File: config.mk
export PLATFORM = sky130hd
export DESIGN_NAME = flag_stack_reg_flat
export DESIGN_NICKNAME = d
export VERILOG_FILES = /design/src/rtl/flag_pkg.sv /design/src/rtl/flag_stack_reg_if.sv /design/src/rtl/flag_cond_eval.sv /design/src/rtl/flag_stack_reg.sv /design/src/flat_wrapper.sv
export SDC_FILE = /design/constraint.sdc
export NUM_CORES = 1
export LEC_CHECK = 0
export ABC_AREA = 1
export CAP_MARGIN = 15
export CELL_PAD_IN_SITES_DETAIL_PLACEMENT = 1
export CELL_PAD_IN_SITES_GLOBAL_PLACEMENT = 2
export CORE_ASPECT_RATIO = 2
export CORE_MARGIN = 4
export CORE_UTILIZATION = 28
export CTS_BUF_LIST = sky130_fd_sc_hd__clkbuf_8
export DETAILED_ROUTE_END_ITERATION = 7
export PLACE_DENSITY = 0.76
export SYNTH_ARGS = -nofsm -noshare
export SYNTH_HDL_FRONTEND = slang
export SYNTH_SLANG_ARGS = --single-unit
File: constraint.sdc
create_clock -name clk -period 2.15 [get_ports clk]
set_input_delay 0.43 -clock clk [delete_from_list [all_inputs] [get_ports clk]]
set_output_delay 0.43 -clock clk [all_outputs]
set_load 0.01 [all_outputs]
File: src/rtl/flag_pkg.sv
// Shared flag-register definitions: flag bit positions and the branch condition codes.
package flag_pkg;

    localparam int FLAG_Z = 0;
    localparam int FLAG_N = 1;
    localparam int FLAG_V = 2;
    localparam int FLAG_C = 3;

    typedef enum logic [3:0] {
        COND_EQ = 4'd0,
        COND_NE = 4'd1,
        COND_CS = 4'd2,
        COND_CC = 4'd3,
        COND_MI = 4'd4,
        COND_PL = 4'd5,
        COND_VS = 4'd6,
        COND_VC = 4'd7,
        COND_HI = 4'd8,
        COND_LS = 4'd9,
        COND_GE = 4'd10,
        COND_LT = 4'd11,
        COND_GT = 4'd12,
        COND_LE = 4'd13,
        COND_AL = 4'd14,
        COND_NV = 4'd15
    } cond_e;

endpackage

File: src/rtl/flag_stack_reg_if.sv
// Control/status bundle between the ALU/control unit and the flag register.
interface flag_stack_reg_if #(
    parameter int NFLAGS = 4,
    parameter int DEPTH  = 4
);
    localparam int DW = $clog2(DEPTH + 1);

    logic [NFLAGS-1:0] flag_in;
    logic              wr_en;
    logic [NFLAGS-1:0] wr_mask;
    logic              push;
    logic              pop;
    logic              err_clr;
    logic [3:0]        cond_sel;
    logic [NFLAGS-1:0] flags;
    logic [DW-1:0]     depth;
    logic              full;
    logic              empty;
    logic              ovf_err;
    logic              unf_err;
    logic              cond_true;

    modport master (
        output flag_in, wr_en, wr_mask, push, pop, err_clr, cond_sel,
        input  flags, depth, full, empty, ovf_err, unf_err, cond_true
    );

    modport slave (
        input  flag_in, wr_en, wr_mask, push, pop, err_clr, cond_sel,
        output flags, depth, full, empty, ovf_err, unf_err, cond_true
    );
endinterface

File: src/rtl/flag_cond_eval.sv
// Combinational branch-condition decoder over the Z/N/V/C flags.
module flag_cond_eval
    import flag_pkg::*;
(
    input  logic [3:0] cond_sel,
    input  logic [3:0] flags,
    output logic       cond_true
);
    logic z, n, v, c;

    assign z = flags[FLAG_Z];
    assign n = flags[FLAG_N];
    assign v = flags[FLAG_V];
    assign c = flags[FLAG_C];

    always_comb begin
        cond_true = 1'b0;
        case (cond_e'(cond_sel))
            COND_EQ: cond_true = z;
            COND_NE: cond_true = ~z;
            COND_CS: cond_true = c;
            COND_CC: cond_true = ~c;
            COND_MI: cond_true = n;
            COND_PL: cond_true = ~n;
            COND_VS: cond_true = v;
            COND_VC: cond_true = ~v;
            COND_HI: cond_true = c & ~z;
            COND_LS: cond_true = ~c | z;
            COND_GE: cond_true = (n == v);
            COND_LT: cond_true = (n != v);
            COND_GT: cond_true = ~z & (n == v);
            COND_LE: cond_true = z | (n != v);
            COND_AL: cond_true = 1'b1;
            COND_NV: cond_true = 1'b0;
            default: cond_true = 1'b0;
        endcase
    end
endmodule

File: src/rtl/flag_stack_reg.sv
// Status-flag register with masked writes, a LIFO save stack and condition evaluation.
// State advances on the falling clock edge (CPU control phase).
module flag_stack_reg
    import flag_pkg::*;
#(
    parameter int NFLAGS = 4,
    parameter int DEPTH  = 4
) (
    input logic              clk,
    input logic              rst_n,
    flag_stack_reg_if.slave  bus
);
    localparam int DW = $clog2(DEPTH + 1);

    logic [NFLAGS-1:0] flags_q;
    logic [NFLAGS-1:0] stack_q [DEPTH];
    logic [DW-1:0]     depth_q;
    logic              ovf_q;
    logic              unf_q;

    logic              is_full, is_empty;
    logic              push_only, pop_only, xchg;
    logic              do_push, do_pop, do_store, do_restore;
    logic              ovf_set, unf_set;
    logic [DW-1:0]     top_idx, store_idx;
    logic [NFLAGS-1:0] top_entry, base_flags, next_flags;

    assign is_full  = (depth_q == DW'(DEPTH));
    assign is_empty = (depth_q == '0);

    // push+pop on an empty stack degrades to a plain push
    assign push_only = bus.push & (~bus.pop | is_empty);
    assign pop_only  = bus.pop & ~bus.push;
    assign xchg      = bus.push & bus.pop & ~is_empty;

    assign do_push    = push_only & ~is_full;
    assign ovf_set    = push_only & is_full;
    assign do_pop     = pop_only & ~is_empty;
    assign unf_set    = pop_only & is_empty;
    assign do_store   = do_push | xchg;
    assign do_restore = do_pop | xchg;

    assign top_idx   = depth_q - DW'(1);
    assign store_idx = do_push ? depth_q : top_idx;

    always_comb begin
        top_entry = '0;
        for (int unsigned i = 0; i < DEPTH; i++) begin
            if (DW'(i) == top_idx) top_entry = stack_q[i];
        end
    end

    // restored value first, then ALU write overrides the masked bits
    always_comb begin
        base_flags = do_restore ? top_entry : flags_q;
        next_flags = base_flags;
        if (bus.wr_en) next_flags = (base_flags & ~bus.wr_mask) | (bus.flag_in & bus.wr_mask);
    end

    always_ff @(negedge clk or negedge rst_n) begin
        if (!rst_n) begin
            flags_q <= '0;
            depth_q <= '0;
            ovf_q   <= 1'b0;
            unf_q   <= 1'b0;
            for (int unsigned i = 0; i < DEPTH; i++) stack_q[i] <= '0;
        end else begin
            flags_q <= next_flags;
            if (do_push)     depth_q <= depth_q + DW'(1);
            else if (do_pop) depth_q <= depth_q - DW'(1);
            for (int unsigned i = 0; i < DEPTH; i++) begin
                if (do_store && (DW'(i) == store_idx)) stack_q[i] <= flags_q;
            end
            ovf_q <= ovf_set | (ovf_q & ~bus.err_clr);
            unf_q <= unf_set | (unf_q & ~bus.err_clr);
        end
    end

    flag_cond_eval u_cond (
        .cond_sel  (bus.cond_sel),
        .flags     (flags_q[3:0]),
        .cond_true (bus.cond_true)
    );

    assign bus.flags   = flags_q;
    assign bus.depth   = depth_q;
    assign bus.full    = is_full;
    assign bus.empty   = is_empty;
    assign bus.ovf_err = ovf_q;
    assign bus.unf_err = unf_q;
endmodule

File: src/flat_wrapper.sv
// flat-port wrapper written by rule: the top's interface ports become plain ports
module flag_stack_reg_flat import flag_pkg::*;
#(
    parameter int NFLAGS = 4,
    parameter int DEPTH  = 4
)
  (clk, rst_n, bus_flag_in, bus_wr_en, bus_wr_mask, bus_push, bus_pop, bus_err_clr, bus_cond_sel, bus_flags, bus_depth, bus_full, bus_empty, bus_ovf_err, bus_unf_err, bus_cond_true);
  flag_stack_reg_if #(.NFLAGS(NFLAGS), .DEPTH(DEPTH)) bus_i ();
  input logic clk;
  input logic rst_n;
  input wire logic [$bits(bus_i.flag_in)-1:0] bus_flag_in;
  input wire logic [$bits(bus_i.wr_en)-1:0] bus_wr_en;
  input wire logic [$bits(bus_i.wr_mask)-1:0] bus_wr_mask;
  input wire logic [$bits(bus_i.push)-1:0] bus_push;
  input wire logic [$bits(bus_i.pop)-1:0] bus_pop;
  input wire logic [$bits(bus_i.err_clr)-1:0] bus_err_clr;
  input wire logic [$bits(bus_i.cond_sel)-1:0] bus_cond_sel;
  output wire logic [$bits(bus_i.flags)-1:0] bus_flags;
  output wire logic [$bits(bus_i.depth)-1:0] bus_depth;
  output wire logic [$bits(bus_i.full)-1:0] bus_full;
  output wire logic [$bits(bus_i.empty)-1:0] bus_empty;
  output wire logic [$bits(bus_i.ovf_err)-1:0] bus_ovf_err;
  output wire logic [$bits(bus_i.unf_err)-1:0] bus_unf_err;
  output wire logic [$bits(bus_i.cond_true)-1:0] bus_cond_true;
  assign bus_i.flag_in = bus_flag_in;
  assign bus_i.wr_en = bus_wr_en;
  assign bus_i.wr_mask = bus_wr_mask;
  assign bus_i.push = bus_push;
  assign bus_i.pop = bus_pop;
  assign bus_i.err_clr = bus_err_clr;
  assign bus_i.cond_sel = bus_cond_sel;
  assign bus_flags = bus_i.flags;
  assign bus_depth = bus_i.depth;
  assign bus_full = bus_i.full;
  assign bus_empty = bus_i.empty;
  assign bus_ovf_err = bus_i.ovf_err;
  assign bus_unf_err = bus_i.unf_err;
  assign bus_cond_true = bus_i.cond_true;
  flag_stack_reg #(.NFLAGS(NFLAGS), .DEPTH(DEPTH)) u_core (.clk(clk), .rst_n(rst_n), .bus(bus_i));
endmodule
==> impl_results.md <==
- Status: complete, but fails checks
- Violated checks: negative setup slack
- Area after DPL: ~0.0025 mm2
- RD Place Congestion: roughly 0.74
- Vias in the first global route: approximately 2.1k
- WL per Instance: between 10 and 15 um
- I/O Pins: 30
- CP max FO: 5
- Initial antenna violation count: 0
- Inserted Diodes: 0
- Port Buffers: 29
- DIE AREA: roughly 0.008 mm2
- Average size of a mapped cell: 7.22 um2
- GR Overflow Total: 0
- Max IR drop VDD: approximately 0.77 mV
- CP Launch Type: register
- Fin area: approximately 0.0029 mm2
- Unrepaired setup endpoints after global routing: yes
- Final Skew: roughly 0.002 ns
- # fillers: around 760
- Critical path capture point type: primary output
- Synth area leaders: dfrtn_1 35%, nand2_1 17%, ha_1 6.3%
- TritonCTS clock tree: built
- Max_cap viols: 0
- Critical path type: reg -> out
- Int Pwr: ~2.2 mW
- Slew @ Worst Pin: between 0.3 and 0.4 ns
- Share of cells above drive strength 1: slightly below 40%
- DRC viols: 0
- Max H-tree Level: 1
- Via Count: a little under 2k
- Setup tns final: -8.90 ns
- Synth Cell Area: between 0.0015 and 0.002 mm2
- Synth unique cells: 31
- Reg2reg end: u_core.stack_q[15]
- P_sw: about 1.9 mW
- Worst flop-to-flop path startpoint: u_core.bus.depth[0]
- Met1 Use GR: 16.7%
- Leading area contributor after synthesis: dfrtn_1
- Final nets: 359
- Post-synth EDFFs: 0
- Syn Inst Count: around 250
- Met2 Use GR: between 30% and 40%
- Worst-Skew Late Latency: approximately 0.30 ns
- Final worst slack: -0.927 ns
- Crit path DAT: between 2 and 3 ns
- Switching share of total power: roughly 46%
- Clk pin slew, worst setup/hold paths: roughly 0.06 ns
- Synth cell count leaders: 79 x nand2_1, 30 x inv_1, 25 x dfrtn_1, 20 x nand3_1, 17 x nand4_1
- Clock power share: ~7.3%
- # rows: 40
- Asr flop ratio synth: between 90% and 100%
- Yosys top cell area share: 35.1%
- Final core occ: 47.5%
- Die W: roughly 64 um
- Via/cell ratio: approximately 4.7
- Most frequent cell after synthesis: nand2_1
- Total GRT Usage: between 10% and 20%
- Max_slew headroom: slightly below 80%
- Post-synthesis register bit count: 25
- Max Slew Vio Count: 0
- Min-delay worst type: reg -> reg
- Longest Clk Path Bufs: 2
- Core area: ~0.0061 mm2
- Lkg Pwr: ~1.5 nW
- R2R depth: 14
- CTS Buf Count: 3
- Final hold violation count: 0
- Worst min-delay path endpoint: u_core.stack_q[9]
- Grt peak-use layer: met2
- Reg2Reg Setup Slack: -0.08 ns
- Syn nets: 274
- Largest net degree at the start of global routing: 26
- Hold WS: around 0.42 ns
- Cell count of the worst hold path: 2
- Initial core utilization: between 20 and 30%
- Clk root buf: clkbuf_8
- Hold Path Origin: u_core.stack_q[9]
- Sequential share of power: ~20%
- Routed wire length: roughly 6200 um
- Antenna Nets Post-Route: 0
- Detailed Routing Iterations Pass 1: 4
- Req. time, crit path: between 1.5 and 2 ns
- CTS Hold Buffers Added: 0
- Drt initial violations: 60
- DIE HEIGHT: ~120 um
- DP Wirelength: 4620 um
- Dominant synthesized flop cell: dfrtn_1
- Met3 Resource Use GR: less than 1%
- Power Density: 1430 mW/mm2
- Final setup violation count: 31
- Global-route wire length before repair: between 10,000 and 15,000 um
- Synth-to-Final Area Change: 62.6%
- Post-synthesis sequential area ratio: a little over a third
- Yosys warns: 0
- Comb pwr share: 72.5%
- Clock sink count: 25
-- power by group through the flow --
stage	logic [mW]	registers [mW]	clock network, mW
after floorplan	1.29	0.852	0
after global placement	2.24	0.820	0
after detailed placement	2.28	0.826	0
after CTS	2.70	0.813	0.311
after global routing	3.30	0.870	0.324
final	3.00	0.837	0.304
-- layout make-up --
class	count	area (um2)	area share (%)
Multi-Input combinational cell	183	1190	41.0
Timing Repair Buffer	87	811	28.0
Sequential cell	25	626	21.6
Inverter	32	125	4.32
Tap cell	84	105	3.63
Clock buffer	3	41.3	1.42
Clock inverter	1	3.75	0.129
-- metal layers --
layer  routed length (um)  part of all wire, %
met1                 2230                   36
met2                 3790                   61
met3                   69                  1.1
met4                  125                  2.0
met5                    0                    0
-- what timing repair did --
item,4_1_cts,5_1_grt
pin swaps,16,13
setup endpoints to repair,37,35
resized for setup,99,37
setup buffers,24,7
-- worst max-delay path: stages, from the launching register on --
cell	delay [ns]
dfrtn_1	0.54
inv_2	0.06
o21ai_1	0.11
nand2_1	0.08
nand3_2	0.08
nand2_1	0.06
nor2_2	0.12
nand3_2	0.09
buf_6	0.13
-- kinds of logic after synthesis --
logic type	share of synthesized area, %
AND/OR/NAND/NOR	37.8
buffers and inverters	8.91
AO/OA/AOI/OAI	11.4
flip-flops	35.1
adder cells (fa/ha/maj)	6.32
XOR/XNOR	0.491
-- cell usage in the layout, fill, tap and decap left out, types with 2 or more instances in the layout --
cell type	count
nor2_1	13
inv_4	2
nand4_1	17
nand3_2	2
nand2_4	2
nand3_1	18
o21ai_4	3
dfrtn_1	25
o21ai_2	3
o21ai_0	7
nor2_4	2
nand2_1	63
clkbuf_8	3
buf_12	2
ha_4	4
buf_6	23
nand2_2	16
a21boi_0	2
inv_2	8
o21ai_1	4
a21oi_1	4
inv_1	23
buf_2	2
ha_1	5
buf_8	2
nand3_4	5
buf_4	43
clkdlybuf4s50_1	14
-- sequential cells by signal, indices dropped and copies added (netlist names) --
register            flops
u_core.bus.unf_err      1
u_core.bus.depth        3
u_core.stack_q         16
u_core.bus.ovf_err      1
u_core.bus.flags        4
-- how the worst max path moves through the flow --
stage / startpoint / endpoint / slack [ns] / cells past startpoint
floorplan: bus_pop / u_core.stack_q[13] / -0.50 / 8
global placement: bus_pop / u_core.stack_q[13] / -1.00 / 9
detailed placement: bus_pop / u_core.stack_q[12] / -1.04 / 9
CTS: u_core.bus.flags[1] / bus_cond_true / -0.93 / 8
global route: u_core.bus.flags[1] / bus_cond_true / -1.04 / 8
finish: u_core.bus.flags[1] / bus_cond_true / -0.93 / 8
-- through the flow --
stage | worst slack [ns] | cells | power (mW)
finish | -0.927 | 415 | 4.14
global route | -1.04 | 415 | 4.50
CTS | -0.931 | 414 | 3.82
detailed placement | -1.04 | 389 | 3.11
global placement | -1.00 | 389 | 3.06
floorplan | -0.500 | 247 | 2.14
Power figures use the tool's default switching activity.
